**src/rtl/mod_exp_ctrl.sv**
```systemverilog
`default_nettype none
// ============================================================================
//  Module   : mod_exp_ctrl
//  Brief    : Left-to-right square-and-multiply sequencer driving an external
//             ModMul unit; computes base^exponent mod p.
//  Revision : 1.0
// ============================================================================
module mod_exp_ctrl #(
    parameter int P_WIDTH = 256,
    parameter int E_WIDTH = 256
) (
    input  logic               clk,
    input  logic               reset,
    input  logic               start,
    input  logic [P_WIDTH-1:0] base,
    input  logic [E_WIDTH-1:0] exponent,
    output logic               busy,
    output logic [P_WIDTH-1:0] result,
    output logic               done,
    output logic               mm_reset,
    output logic               mm_enable,
    output logic [P_WIDTH-1:0] mm_a,
    output logic [P_WIDTH-1:0] mm_b,
    input  logic [P_WIDTH-1:0] mm_r,
    input  logic               mm_done
);

    localparam int                  c_IDX_W   = (E_WIDTH > 1) ? $clog2(E_WIDTH) : 1;
    localparam logic [c_IDX_W-1:0]  c_IDX_TOP = c_IDX_W'(E_WIDTH - 1);
    localparam logic [c_IDX_W-1:0]  c_IDX_ONE = c_IDX_W'(1);
    localparam logic [P_WIDTH-1:0]  c_ONE     = P_WIDTH'(1);

    typedef enum logic [2:0] {
        S_IDLE      = 3'd0,
        S_SQ_ISSUE  = 3'd1,
        S_SQ_WAIT   = 3'd2,
        S_MUL_ISSUE = 3'd3,
        S_MUL_WAIT  = 3'd4,
        S_FINISH    = 3'd5
    } state_t;

    state_t               r_state;
    logic [P_WIDTH-1:0]   r_acc;
    logic [P_WIDTH-1:0]   r_base;
    logic [E_WIDTH-1:0]   r_exp;
    logic [c_IDX_W-1:0]   r_idx;
    logic                 r_first;

    logic                 w_bit;
    logic                 w_last;
    logic                 w_mm_valid;

    assign w_bit      = r_exp[r_idx];
    assign w_last     = (r_idx == '0);
    // The first WAIT cycle can still see mm_done from the previous product.
    assign w_mm_valid = mm_done && !r_first;

    // Outputs are registered: each transition loads the values the next
    // state must present, so ISSUE states carry mm_reset and operands.
    always_ff @(posedge clk or negedge reset) begin
        if (!reset) begin
            r_state   <= S_IDLE;
            r_acc     <= '0;
            r_base    <= '0;
            r_exp     <= '0;
            r_idx     <= '0;
            r_first   <= 1'b0;
            busy      <= 1'b0;
            result    <= '0;
            done      <= 1'b0;
            mm_reset  <= 1'b0;
            mm_enable <= 1'b0;
            mm_a      <= '0;
            mm_b      <= '0;
        end else begin
            case (r_state)
                S_IDLE: begin
                    if (start) begin
                        r_base   <= base;
                        r_exp    <= exponent;
                        r_acc    <= c_ONE;
                        r_idx    <= c_IDX_TOP;
                        busy     <= 1'b1;
                        mm_reset <= 1'b1;
                        mm_a     <= c_ONE;
                        mm_b     <= c_ONE;
                        r_state  <= S_SQ_ISSUE;
                    end
                end

                S_SQ_ISSUE, S_MUL_ISSUE: begin
                    mm_reset  <= 1'b0;
                    mm_enable <= 1'b1;
                    r_first   <= 1'b1;
                    r_state   <= (r_state == S_SQ_ISSUE) ? S_SQ_WAIT : S_MUL_WAIT;
                end

                S_SQ_WAIT, S_MUL_WAIT: begin
                    r_first <= 1'b0;
                    if (w_mm_valid) begin
                        r_acc     <= mm_r;
                        mm_enable <= 1'b0;
                        if (r_state == S_SQ_WAIT && w_bit) begin
                            mm_reset <= 1'b1;
                            mm_a     <= mm_r;
                            mm_b     <= r_base;
                            r_state  <= S_MUL_ISSUE;
                        end else if (w_last) begin
                            // result takes the same value acc receives here,
                            // so it is valid alongside the done pulse.
                            result  <= mm_r;
                            done    <= 1'b1;
                            r_state <= S_FINISH;
                        end else begin
                            r_idx    <= r_idx - c_IDX_ONE;
                            mm_reset <= 1'b1;
                            mm_a     <= mm_r;
                            mm_b     <= mm_r;
                            r_state  <= S_SQ_ISSUE;
                        end
                    end
                end

                S_FINISH: begin
                    done    <= 1'b0;
                    busy    <= 1'b0;
                    r_state <= S_IDLE;
                end

                default: begin
                    done      <= 1'b0;
                    busy      <= 1'b0;
                    mm_reset  <= 1'b0;
                    mm_enable <= 1'b0;
                    r_state   <= S_IDLE;
                end
            endcase
        end
    end

endmodule
`default_nettype wire

```
**config.mk**
```make
export PLATFORM = sky130hd
export DESIGN_NAME = mod_exp_ctrl
export DESIGN_NICKNAME = d
export VERILOG_FILES = /design/src/rtl/mod_exp_ctrl.sv
export SDC_FILE = /design/constraint.sdc
export NUM_CORES = 2
export LEC_CHECK = 0
export CELL_PAD_IN_SITES_DETAIL_PLACEMENT = 0
export CELL_PAD_IN_SITES_GLOBAL_PLACEMENT = 1
export CORE_AREA = 10 10 585 587
export CTS_BUF_LIST = sky130_fd_sc_hd__clkbuf_4 sky130_fd_sc_hd__clkbuf_8
export CTS_CLUSTER_DIAMETER = 150
export DETAILED_ROUTE_END_ITERATION = 10
export DIE_AREA = 0 0 595 597
export PLACE_DENSITY = 0.4
export SETUP_SLACK_MARGIN = 0.05
export SYNTH_ARGS = -nofsm -noshare
export SYNTH_HDL_FRONTEND = slang
export SYNTH_SLANG_ARGS = --single-unit
export TNS_END_PERCENT = 30
```
**constraint.sdc**
```tcl
create_clock -name clk -period 5.2 [get_ports clk]
set_clock_uncertainty 0.2 [all_clocks]
set_input_delay 1.04 -clock clk [delete_from_list [all_inputs] [get_ports clk]]
set_output_delay 1.04 -clock clk [all_outputs]
set_load 0.01 [all_outputs]
```
==> results.json <==
{
  "drt_wl_total_um": 309000,
  "layout_common_cells": "1542 x clkdlybuf4s50_1, 1293 x dfrtp_1, 769 x inv_1",
  "fp-row-count": 211,
  "pwr-share-clk": 0.226,
  "die_w_um": 595,
  "drc": 0,
  "initial_core_util": 0.162,
  "p_comb_frac": 0.446,
  "drt-initial-drc-count": 3151,
  "path_clk_slew_ns": 0.05,
  "grt_max_degree": 117,
  "rsz0062_at_grt": "no",
  "startpoint": "r_idx[0]$_DFFE_PN0P_",
  "fin_crit_ns": 4.69,
  "clock_path_buffers": 4,
  "cp.arrival_ns": 5.32,
  "cp-endpoint": "result[121]$_DFFE_PN0P_",
  "final_common_cell": "clkdlybuf4s50_1",
  "clk_latency_ns": 0.99,
  "io_buffers": 1543,
  "period_share": 0.901,
  "p_sw_uw": 20200,
  "synthFlopType": "dfrtp_1",
  "status": "finished clean",
  "grt_pass1_vias": 45400,
  "ff2ff_setup_slack_ns": 0.51,
  "gp_congestion": 0.801,
  "synth.distinct_cells": 61,
  "r2r-end": "result[121]$_DFFE_PN0P_",
  "slew-limit-headroom": 0.387,
  "power.density_mw_per_mm2": 639,
  "tightest_slew_ns": 0.920,
  "io_pins": 1544,
  "hold_ws_ns": 0.283,
  "worst_setup_path_start_kind": "flip-flop",
  "drive_gt1_frac": 0.150,
  "netlist_instances": 4402,
  "place_ws_ns": 0.399,
  "cts.sinks": 1296,
  "r2r-start": "r_idx[0]$_DFFE_PN0P_",
  "grt_pass1_wl_um": 415000,
  "synth.cell_area_mm2": 0.0536,
  "ys_ff_latch": 1296,
  "via_per_inst": 3.97,
  "synth_edf_count": 0,
  "tns_ns": 0,
  "nets": 6828,
  "required_ns": 5.84,
  "grt.total_usage": 0.166,
  "finalSetupViolCount": 0,
  "ys_warn_count": 0,
  "switching_share": 0.394,
  "die_y_um": 597,
  "crit_type": "reg2reg",
  "final_core_util": 0.244,
  "power_frac_seq": 0.328,
  "slew_viol_final": 0,
  "vias": 42300,
  "syn-num-nets": 5176,
  "internal_power_uw": 31100,
  "async_flop_share": 1.00,
  "hold_viol": 0,
  "p_leak_uw": 0.0356,
  "core_area_mm2": 0.330,
  "gr-total-overflow": 0,
  "die_area_mm2": 0.355,
  "cap_violations": 0,
  "setup_ws_ns": 0.513,
  "vdd_drop_max_v": 0.000479,
  "max_freq_mhz": 213,
  "dpl.hpwl_um": 241000,
  "synth-seq-area-share": 0.605,
  "routedWlPerCell_um": 29.0,
  "antenna_found_initial": 139,
  "syn2layout_area_growth_pct": 49.9,
  "htreeDepth": 5,
  "syn_avg_cell_area_um2": 12.2,
  "rr_worst_depth": 10,
  "cp-end-kind": "flip-flop",
  "tritoncts": "yes",
  "min_path_type": "reg2reg",
  "cts_buffers": 276,
  "ant_nets": 0,
  "drtPass1Iterations": 8,
  "root_buffer": "clkbuf_8",
  "critPathMaxFanout": 44
}
==> power groups by stage <==
stage | Sequential, µW | Clock, µW | Combinational [µW]
3_5_place_dp | 17000 | 0 | 23400
5_1_grt | 17300 | 12600 | 24700
3_3_place_gp | 17000 | 0 | 23300
6_report | 16800 | 11600 | 22900
2_1_floorplan | 17000 | 0 | 10800
4_1_cts | 16900 | 12200 | 23500
==> timing repair <==
action,in CTS,in global routing
hold buffers,1,0
hold endpoints to repair,42,0
setup endpoints to repair,0,0
setup buffers,0,0
resized for setup,0,0
==> per-layer routing <==
metal / share of wire / track usage
met5: 0.0023 / 0
met4: 0.032 / 0.0523
met3: 0.087 / 0.0627
met2: 0.48 / 0.279
met1: 0.40 / 0.195
==> cells by family (layout without fill, tap and decap cells) <==
family                     count (synthesis)  count (layout)  synth area share
buffers and inverters                   1061            2900            0.0816
DFF                                     1296            1296             0.605
AOI/OAI and AO/OA                        578             578            0.0810
muxes                                    862             862             0.187
adders and majority gates                  3               3          0.000654
xor gates and xnor gates                   1               1          0.000164
and+or+nand+nor                          601             601            0.0446
other                                      0              50                 0
==> critical path: stages, from the launching register on <==
cell and delay [ns]:
dfrtp_4 0.56, buf_4 0.36, mux4_2 0.54, mux4_2 0.51, mux2i_1 0.34, nand3_1 0.16
a32o_1 0.40, a31oi_4 0.33, buf_12 0.33, buf_4 0.37, mux2_1 0.35
==> worst min-delay path by stage <==
stage	from	to	slack, ns	cells after the start
2_1_floorplan	r_base[0]$_DFFE_PN0P_	r_base[0]$_DFFE_PN0P_	0.27	1
3_3_place_gp	result[74]$_DFFE_PN0P_	result[74]$_DFFE_PN0P_	0.27	1
3_5_place_dp	result[98]$_DFFE_PN0P_	result[98]$_DFFE_PN0P_	0.27	1
4_1_cts	base[79]	r_base[79]$_DFFE_PN0P_	0.25	3
6_report	result[97]$_DFFE_PN0P_	result[97]$_DFFE_PN0P_	0.28	1
5_1_grt	result[53]$_DFFE_PN0P_	result[53]$_DFFE_PN0P_	0.29	1
==> final cells by class <==
| class | count | area (µm²) |
|---|---|---|
| well taps | 4366 | 5460 |
| clock inverters | 41 | 368 |
| repair buffers | 1663 | 17000 |
| diodes | 50 | 125 |
| multi-input cells | 2045 | 16800 |
| inverters | 772 | 2900 |
| clock buffers | 424 | 5220 |
| flip-flops and latches | 1296 | 32400 |
| fillers | 35200 | 249000 |
==> sequential cells by signal (all words and copies together), names as in the netlist <==
| register | count |
|---|---|
| r_state | 3 |
| busy | 1 |
| mm_enable | 1 |
| mm_b | 256 |
| mm_reset | 1 |
| r_first | 1 |
| result | 256 |
| r_base | 256 |
| r_exp | 256 |
| r_idx | 8 |
| done | 1 |
| mm_a | 256 |
==> stage by stage <==
step,instances,total power [µW],instance area (µm²)
2_1_floorplan,4402,27900,53600
5_1_grt,10600,54600,80300
3_5_place_dp,10100,40500,74600
3_3_place_gp,10100,40300,74600
6_report,10700,51300,80300
4_1_cts,10600,52600,80200
==> synthesized netlist by cell type, types with 4 or more instances <==
cell type,number,area (µm²)
a21oi_1,10,50.1
a221oi_1,4,35.0
a222oi_1,254,2540
a22oi_1,9,67.6
a31oi_1,8,50.1
and2_1,4,25.0
buf_1,5,18.8
buf_2,75,375
buf_4,51,383
buf_6,14,158
clkbuf_1,144,541
dfrtp_1,1296,32400
inv_1,769,2890
mux2_1,240,2700
mux2_2,285,3210
mux2i_1,280,2800
mux4_2,57,1280
nand2_1,524,1970
nand2b_1,4,25.0
nand3_1,8,40.0
nor2_1,22,82.6
nor2b_1,12,75.1
nor3_1,6,30.0
o21ai_0,260,1300
Note: power is estimated with default switching activity, not from simulation.
